## src/rtl/scanline_tile_sequencer_if.sv

```systemverilog
// Handshake bundle between the scanline tile sequencer, the load-section
// fetch FSM, the 8-pixel renderer and the frame/line timing source.
interface scanline_tile_sequencer_if;
    logic       frame_start;
    logic       line_start;
    logic [8:0] line_row;
    logic [7:0] ppu_ctrl2;
    logic       fetch_req;
    logic [4:0] fetch_tile;
    logic [8:0] fetch_row;
    logic       fetch_done;
    logic       render_start;
    logic [8:0] render_row;
    logic [8:0] render_col;
    logic       render_busy;
    logic       sprite_0_hit_in;
    logic       sprite_1_hit_in;
    logic       busy;
    logic       line_done;
    logic       sprite_0_flag;
    logic       sprite_1_flag;

    modport master (
        input  frame_start, line_start, line_row, ppu_ctrl2, fetch_done,
               render_busy, sprite_0_hit_in, sprite_1_hit_in,
        output fetch_req, fetch_tile, fetch_row, render_start, render_row,
               render_col, busy, line_done, sprite_0_flag, sprite_1_flag
    );

    modport slave (
        output frame_start, line_start, line_row, ppu_ctrl2, fetch_done,
               render_busy, sprite_0_hit_in, sprite_1_hit_in,
        input  fetch_req, fetch_tile, fetch_row, render_start, render_row,
               render_col, busy, line_done, sprite_0_flag, sprite_1_flag
    );
endinterface

```

## src/rtl/scanline_tile_sequencer.sv

```systemverilog
// Walks one scanline as a series of tile fetch + render handshakes and keeps
// sticky per-frame sprite hit flags.
//
// state       | meaning
// ------------+------------------------------------------------------------
// IDLE        | waiting for an in-range line_start
// FETCH_REQ   | issue fetch_req for the current tile
// FETCH_WAIT  | wait for fetch_done from the load section
// START       | issue render_start with row/column
// WAIT_HI     | wait for the renderer to raise busy (start-to-busy latency)
// WAIT_LO     | renderer running; collect sprite hits until busy drops
// NEXT        | advance tile or finish the line
// DONE        | pulse line_done, drop busy
module scanline_tile_sequencer #(
    parameter int TILES_PER_LINE = 32,
    parameter int TILE_W         = 8,
    parameter int MAX_ROW        = 239
) (
    input logic                        clk,
    input logic                        rst,
    scanline_tile_sequencer_if.master  sif
);

    typedef enum logic [2:0] {
        S_IDLE,
        S_FETCH_REQ,
        S_FETCH_WAIT,
        S_START,
        S_WAIT_HI,
        S_WAIT_LO,
        S_NEXT,
        S_DONE
    } state_t;

    localparam logic [4:0] LAST_TILE = 5'(TILES_PER_LINE - 1);
    localparam logic [8:0] MAX_ROW_W = 9'(MAX_ROW);
    localparam logic [8:0] TILE_W_W  = 9'(TILE_W);

    state_t     state_q;
    logic [4:0] tile_q;
    logic [8:0] row_q;
    logic       fetch_req_q;
    logic [4:0] fetch_tile_q;
    logic [8:0] fetch_row_q;
    logic       render_start_q;
    logic [8:0] render_row_q;
    logic [8:0] render_col_q;
    logic       busy_q;
    logic       line_done_q;
    logic       sprite_0_flag_q;
    logic       sprite_1_flag_q;
    logic       hit_window;
    logic       unused_ctrl2_bits;

    assign unused_ctrl2_bits = ^{sif.ppu_ctrl2[7:5], sif.ppu_ctrl2[2:0]};

    // Hits only count while the renderer is actually drawing this tile.
    assign hit_window = (state_q == S_WAIT_LO) && sif.render_busy;

    always_ff @(posedge clk) begin
        if (!rst) begin
            state_q         <= S_IDLE;
            tile_q          <= '0;
            row_q           <= '0;
            fetch_req_q     <= 1'b0;
            fetch_tile_q    <= '0;
            fetch_row_q     <= '0;
            render_start_q  <= 1'b0;
            render_row_q    <= '0;
            render_col_q    <= '0;
            busy_q          <= 1'b0;
            line_done_q     <= 1'b0;
            sprite_0_flag_q <= 1'b0;
            sprite_1_flag_q <= 1'b0;
        end else begin
            fetch_req_q    <= 1'b0;
            render_start_q <= 1'b0;
            line_done_q    <= 1'b0;

            // A hit in the same cycle as frame_start survives the clear.
            sprite_0_flag_q <= (sprite_0_flag_q & ~sif.frame_start)
                             | (hit_window & sif.sprite_0_hit_in);
            sprite_1_flag_q <= (sprite_1_flag_q & ~sif.frame_start)
                             | (hit_window & sif.sprite_1_hit_in);

            case (state_q)
                S_IDLE: begin
                    if (sif.line_start && (sif.line_row <= MAX_ROW_W)) begin
                        row_q  <= sif.line_row;
                        tile_q <= '0;
                        busy_q <= 1'b1;
                        state_q <= (sif.ppu_ctrl2[4:3] == 2'b00) ? S_DONE
                                                                 : S_FETCH_REQ;
                    end
                end
                S_FETCH_REQ: begin
                    fetch_req_q  <= 1'b1;
                    fetch_tile_q <= tile_q;
                    fetch_row_q  <= row_q;
                    state_q      <= S_FETCH_WAIT;
                end
                S_FETCH_WAIT: begin
                    if (sif.fetch_done) begin
                        state_q <= S_START;
                    end
                end
                S_START: begin
                    render_start_q <= 1'b1;
                    render_row_q   <= row_q;
                    render_col_q   <= 9'(tile_q) * TILE_W_W;
                    state_q        <= S_WAIT_HI;
                end
                S_WAIT_HI: begin
                    if (sif.render_busy) begin
                        state_q <= S_WAIT_LO;
                    end
                end
                S_WAIT_LO: begin
                    if (!sif.render_busy) begin
                        state_q <= S_NEXT;
                    end
                end
                S_NEXT: begin
                    if (tile_q == LAST_TILE) begin
                        state_q <= S_DONE;
                    end else begin
                        tile_q  <= tile_q + 5'd1;
                        state_q <= S_FETCH_REQ;
                    end
                end
                S_DONE: begin
                    line_done_q <= 1'b1;
                    busy_q      <= 1'b0;
                    state_q     <= S_IDLE;
                end
                default: state_q <= S_IDLE;
            endcase
        end
    end

    assign sif.fetch_req     = fetch_req_q;
    assign sif.fetch_tile    = fetch_tile_q;
    assign sif.fetch_row     = fetch_row_q;
    assign sif.render_start  = render_start_q;
    assign sif.render_row    = render_row_q;
    assign sif.render_col    = render_col_q;
    assign sif.busy          = busy_q;
    assign sif.line_done     = line_done_q;
    assign sif.sprite_0_flag = sprite_0_flag_q;
    assign sif.sprite_1_flag = sprite_1_flag_q;

endmodule

```

## src/flat_wrapper.sv

```systemverilog
// flat-port wrapper written by rule: the top's interface ports become plain ports
module scanline_tile_sequencer_flat 
#(
    parameter int TILES_PER_LINE = 32,
    parameter int TILE_W         = 8,
    parameter int MAX_ROW        = 239
)
  (clk, rst, sif_frame_start, sif_line_start, sif_line_row, sif_ppu_ctrl2, sif_fetch_done, sif_render_busy, sif_sprite_0_hit_in, sif_sprite_1_hit_in, sif_fetch_req, sif_fetch_tile, sif_fetch_row, sif_render_start, sif_render_row, sif_render_col, sif_busy, sif_line_done, sif_sprite_0_flag, sif_sprite_1_flag);
  scanline_tile_sequencer_if sif_i ();
  input logic clk;
  input logic rst;
  input wire logic [$bits(sif_i.frame_start)-1:0] sif_frame_start;
  input wire logic [$bits(sif_i.line_start)-1:0] sif_line_start;
  input wire logic [$bits(sif_i.line_row)-1:0] sif_line_row;
  input wire logic [$bits(sif_i.ppu_ctrl2)-1:0] sif_ppu_ctrl2;
  input wire logic [$bits(sif_i.fetch_done)-1:0] sif_fetch_done;
  input wire logic [$bits(sif_i.render_busy)-1:0] sif_render_busy;
  input wire logic [$bits(sif_i.sprite_0_hit_in)-1:0] sif_sprite_0_hit_in;
  input wire logic [$bits(sif_i.sprite_1_hit_in)-1:0] sif_sprite_1_hit_in;
  output wire logic [$bits(sif_i.fetch_req)-1:0] sif_fetch_req;
  output wire logic [$bits(sif_i.fetch_tile)-1:0] sif_fetch_tile;
  output wire logic [$bits(sif_i.fetch_row)-1:0] sif_fetch_row;
  output wire logic [$bits(sif_i.render_start)-1:0] sif_render_start;
  output wire logic [$bits(sif_i.render_row)-1:0] sif_render_row;
  output wire logic [$bits(sif_i.render_col)-1:0] sif_render_col;
  output wire logic [$bits(sif_i.busy)-1:0] sif_busy;
  output wire logic [$bits(sif_i.line_done)-1:0] sif_line_done;
  output wire logic [$bits(sif_i.sprite_0_flag)-1:0] sif_sprite_0_flag;
  output wire logic [$bits(sif_i.sprite_1_flag)-1:0] sif_sprite_1_flag;
  assign sif_i.frame_start = sif_frame_start;
  assign sif_i.line_start = sif_line_start;
  assign sif_i.line_row = sif_line_row;
  assign sif_i.ppu_ctrl2 = sif_ppu_ctrl2;
  assign sif_i.fetch_done = sif_fetch_done;
  assign sif_i.render_busy = sif_render_busy;
  assign sif_i.sprite_0_hit_in = sif_sprite_0_hit_in;
  assign sif_i.sprite_1_hit_in = sif_sprite_1_hit_in;
  assign sif_fetch_req = sif_i.fetch_req;
  assign sif_fetch_tile = sif_i.fetch_tile;
  assign sif_fetch_row = sif_i.fetch_row;
  assign sif_render_start = sif_i.render_start;
  assign sif_render_row = sif_i.render_row;
  assign sif_render_col = sif_i.render_col;
  assign sif_busy = sif_i.busy;
  assign sif_line_done = sif_i.line_done;
  assign sif_sprite_0_flag = sif_i.sprite_0_flag;
  assign sif_sprite_1_flag = sif_i.sprite_1_flag;
  scanline_tile_sequencer #(.TILES_PER_LINE(TILES_PER_LINE), .TILE_W(TILE_W), .MAX_ROW(MAX_ROW)) u_core (.clk(clk), .rst(rst), .sif(sif_i));
endmodule
```

## config.mk

```make
export PLATFORM = sky130hd
export DESIGN_NAME = scanline_tile_sequencer_flat
export DESIGN_NICKNAME = d
export VERILOG_FILES = /design/src/rtl/scanline_tile_sequencer_if.sv /design/src/rtl/scanline_tile_sequencer.sv /design/src/flat_wrapper.sv
export SDC_FILE = /design/constraint.sdc
export NUM_CORES = 1
export LEC_CHECK = 0
export BUFFER_PORTS_ARGS = -buffer_cell sky130_fd_sc_hd__buf_2
export CAP_MARGIN = 5
export CORE_MARGIN = 4
export CORE_UTILIZATION = 45
export DETAILED_ROUTE_END_ITERATION = 10
export GPL_TIMING_DRIVEN = 0
export PLACE_DENSITY_LB_ADDON = 0.2
export SETUP_SLACK_MARGIN = 0.4
export SLEW_MARGIN = 30
export SYNTH_ARGS = -nofsm -noshare
export SYNTH_HDL_FRONTEND = slang
export SYNTH_SLANG_ARGS = --single-unit
```

## constraint.sdc

```tcl
create_clock -name clk -period 2 [get_ports clk]
set_clock_uncertainty 0.15 [all_clocks]
set_input_delay 0.1 -clock clk [delete_from_list [all_inputs] [get_ports clk]]
set_output_delay 0.1 -clock clk [all_outputs]
set_load 0.005 [all_outputs]
```

==> results.yml <==
yosys:
  synth_top_family_by_area: "simple AND/OR/NAND/NOR gates"
  synth_fa_ha_area_share_pct: 1.235
  synth_xor_area_share_pct: 0.4324
  ys.flop_type: "dfxtp_1"
  synthArstFlopShare_pct: 0
  ys_warn_count: 0
  ys_types: 35
  ys_seq_elements: 51
  syn_inst: 256
  seq_area_frac_synth_pct: 50.40
  yosys.area_share.simple_pct: 25.82
  avgSynthCellArea_um2: 7.913
  synth.cell_area_um2: 2026
  synth_compound_area_share_pct: 15.81
  synthMuxAreaShare_pct: 0
  synth_edf_count: 0
clocking:
  cts_made_buffers: 5
  cts.sinks: 51
  clk_latency_ns: 0.30
  cts_buffer_depth: 2
  path_clk_slew_ns: 0.09
  cts_tree: "built"
  htree_levels: 2
  root_buffer: "clkbuf_8"
timing:
  tightest_slew_ns: 0.5220
  grt_setup_unrepaired: "true"
  fmaxAchievable_mhz: 521.3
  setup_violations: 0
  fin_crit_ns: 1.918
  slew_headroom_pct: 65.20
  finalHoldViolCount: 0
  min_period_over_period_pct: 95.92
  slew_violations: 0
  tns_ns: 0
critical_path:
  slowest_stage: "dfxtp_4"
  rrSetupSlack_ns: 0.08
  cp_num_buf_inv: 0
  r2r_end: "u_core.tile_q[3]"
  worstPathArrival_ns: 2.00
  critPathKind: "reg -> reg"
  critical-path-top-delay-family: "simple AND/OR/NAND/NOR gates"
  reg2reg_from: "u_core.tile_q[1]"
  crit_required_ns: 2.08
  crit_top_cell: "ha_4"
  cpPeakStageDelay_ns: 0.36
  rr_worst_depth: 7
  cp-start-kind: "register"
  end_kind: "register"
  path_cells: "ha_4 -> and3_4 -> ha_4 -> and3b_4 -> nand4_1 -> or3_1 -> a31oi_1"
  path_max_fanout: 3
power:
  pwr-share-clk_pct: 28.0
  p_sw_mw: 0.7696
  swShare_pct: 31.13
  power_leakage_nw: 1.161
  power_density_nw_per_um2: 891.5
  combPwrFrac_pct: 26.3
  peakVddDrop_mv: 0.6235
  p_seq_share_pct: 45.7
  power.internal_mw: 1.702
hold_path:
  whs_endpoint: "u_core.state_q[0]"
  hold_class: "in -> reg"
  min_delay_path_depth: 5
  hp-start: "sif_render_busy"
global_route:
  grt_max_degree: 15
  grt_use_total_pct: 19.51
  grt_pass1_wl_um: 8418
  grt-ovfl-total: 0
  grt_pass1_vias: 1812
  grt_antenna_before_repair: 0
detailed_routing:
  drc_errors: 0
  drtIter0Drc: 121
  vias_per_cell: 5.077
  postRouteAntennaNets: 0
  via_count: 1980
  wl_um: 5150
  first_pass_iters: 4
  wl_per_cell_um: 13.21
die:
  ios: 63
  initial_core_util_pct: 46.52
  core_um2: 4354
  rows: 24
  fp.dieArea_um2: 5639
  die_w_um: 75.10
  die_y_um: 75.10
finish:
  final_core_util_pct: 63.68
  antenna_cells: 0
  area_delta_synth_final_pct: 36.87
  nets: 365
  drive_gt1_share_pct: 30.47
placement:
  io_buffers: 52
  place_congestion: 0.8748
  hpwl_um: 3540
status:
  status: "finished clean"
flow_run:
  cap_viol_max_count: 0
[final cells by class]
class	instances	area (um2)
buffer	19	117.6
clock buffer	6	72.57
clock inverter	1	30.03
fill	379	1582
inverter	5	18.77
multi-input combinational	184	993.5
sequential	51	1031
tap	52	65.06
timing repair buffer	72	444.2
[Yosys cell counts, drive strengths merged, types with 3 or more instances]
library cell | number | area, um2
nand2 | 76 | 285.3
buf | 13 | 82.58
o21ai | 13 | 65.06
inv | 5 | 18.77
nand4 | 3 | 18.77
clkbuf | 6 | 22.52
nand3 | 16 | 80.08
nor2 | 9 | 36.29
a21oi | 35 | 175.2
a31oi | 3 | 18.77
dfxtp | 51 | 1021
nor2b | 4 | 25.02
[stage by stage]
stage	instances	power, mW	instance area, um2	hold WS [ns]	worst slack [ns]
2_1_floorplan	259	1.544	2062	0.08914	0.1716
3_3_place_gp	363	1.697	2387	0.1735	0.06445
3_5_place_dp	363	1.702	2387	0.1991	0.03890
4_1_cts	388	2.442	2716	0.04473	0.08359
5_1_grt	390	2.595	2773	0.1109	0.01051
6_report	390	2.472	2773	0.04474	0.08156
[worst register-to-register path: stages (launching register included)]
cell and delay [ns]:
dfxtp_4 0.36, ha_4 0.16, and3_4 0.18, ha_4 0.16
and3b_4 0.30, nand4_1 0.11, or3_1 0.32, a31oi_1 0.12
[repair_timing]
action                                  CTS  global route
buffers inserted                          6             2
hold buffers                             12             0
pin swaps                                 6             2
endpoints found under the hold margin    11             0
gates resized for setup                  17            12
endpoints found under the setup margin   25            36
[cell usage in the layout (no fill, tap or decap), types with 2 or more instances in the layout]
cell           instances
nand2_1               73
buf_2                 53
dfxtp_1               47
a21oi_1               32
buf_4                 14
nand3_1               12
dlygate4sd3_1         12
o21ai_0               11
nor2_1                 7
clkbuf_1               7
inv_1                  5
clkbuf_8               5
nand3_2                4
nor2b_1                4
conb_1                 4
nand4_1                3
clkbuf_4               3
a31oi_1                3
a21oi_2                3
buf_6                  2
or3_1                  2
o21ai_1                2
nand2_2                2
ha_4                   2
dfxtp_2                2
dfxtp_4                2
[cells by family (layout without fill, tap and decap cells)]
group                      Yosys count  count (layout)
and+or+nand+nor                    119             119
xor gates and xnor gates             1               1
adders and majority gates            2               2
DFF                                 51              51
other                                1               4
AOI/OAI and AO/OA                   58              58
buffers and inverters               24             103
[flip-flops by register name (all words and copies together) (netlist names)]
register / cells
u_core.sif.render_start: 1
u_core.sif.render_col: 5
u_core.row_q: 9
u_core.sif.fetch_req: 1
u_core.sif.sprite_1_flag: 1
u_core.sif.line_done: 1
u_core.sif.render_row: 9
u_core.sif.sprite_0_flag: 1
u_core.state_q: 3
u_core.sif.busy: 1
u_core.sif.fetch_tile: 5
u_core.sif.fetch_row: 9
u_core.tile_q: 5
[power groups by stage]
stage                     sequential, mW  clock (mW)  combinational [mW]
final                               1.13       0.692               0.650
after global routing                1.14       0.744               0.712
after CTS                           1.13       0.701               0.615
after detailed placement            1.16           0               0.546
after global placement              1.15           0               0.543
after floorplan                     1.14           0               0.401
[worst max path at each step]
stage,start,end,slack [ns],cells after the start
3_3_place_gp,u_core.tile_q[0],u_core.tile_q[3],0.06,7
3_5_place_dp,u_core.tile_q[0],u_core.tile_q[3],0.04,7
2_1_floorplan,u_core.tile_q[0],u_core.tile_q[3],0.17,7
6_report,u_core.tile_q[1],u_core.tile_q[3],0.08,7
4_1_cts,u_core.tile_q[1],u_core.tile_q[3],0.08,7
5_1_grt,u_core.tile_q[1],u_core.tile_q[3],0.01,7
[per-layer routing]
layer,part of all wire (%),global-route usage [%]
met5,0,0
met4,1.3,6.126
met3,5.6,3.605
met2,48,32.59
met1,45,25.50
Note: power is estimated with default switching activity, not from simulation.
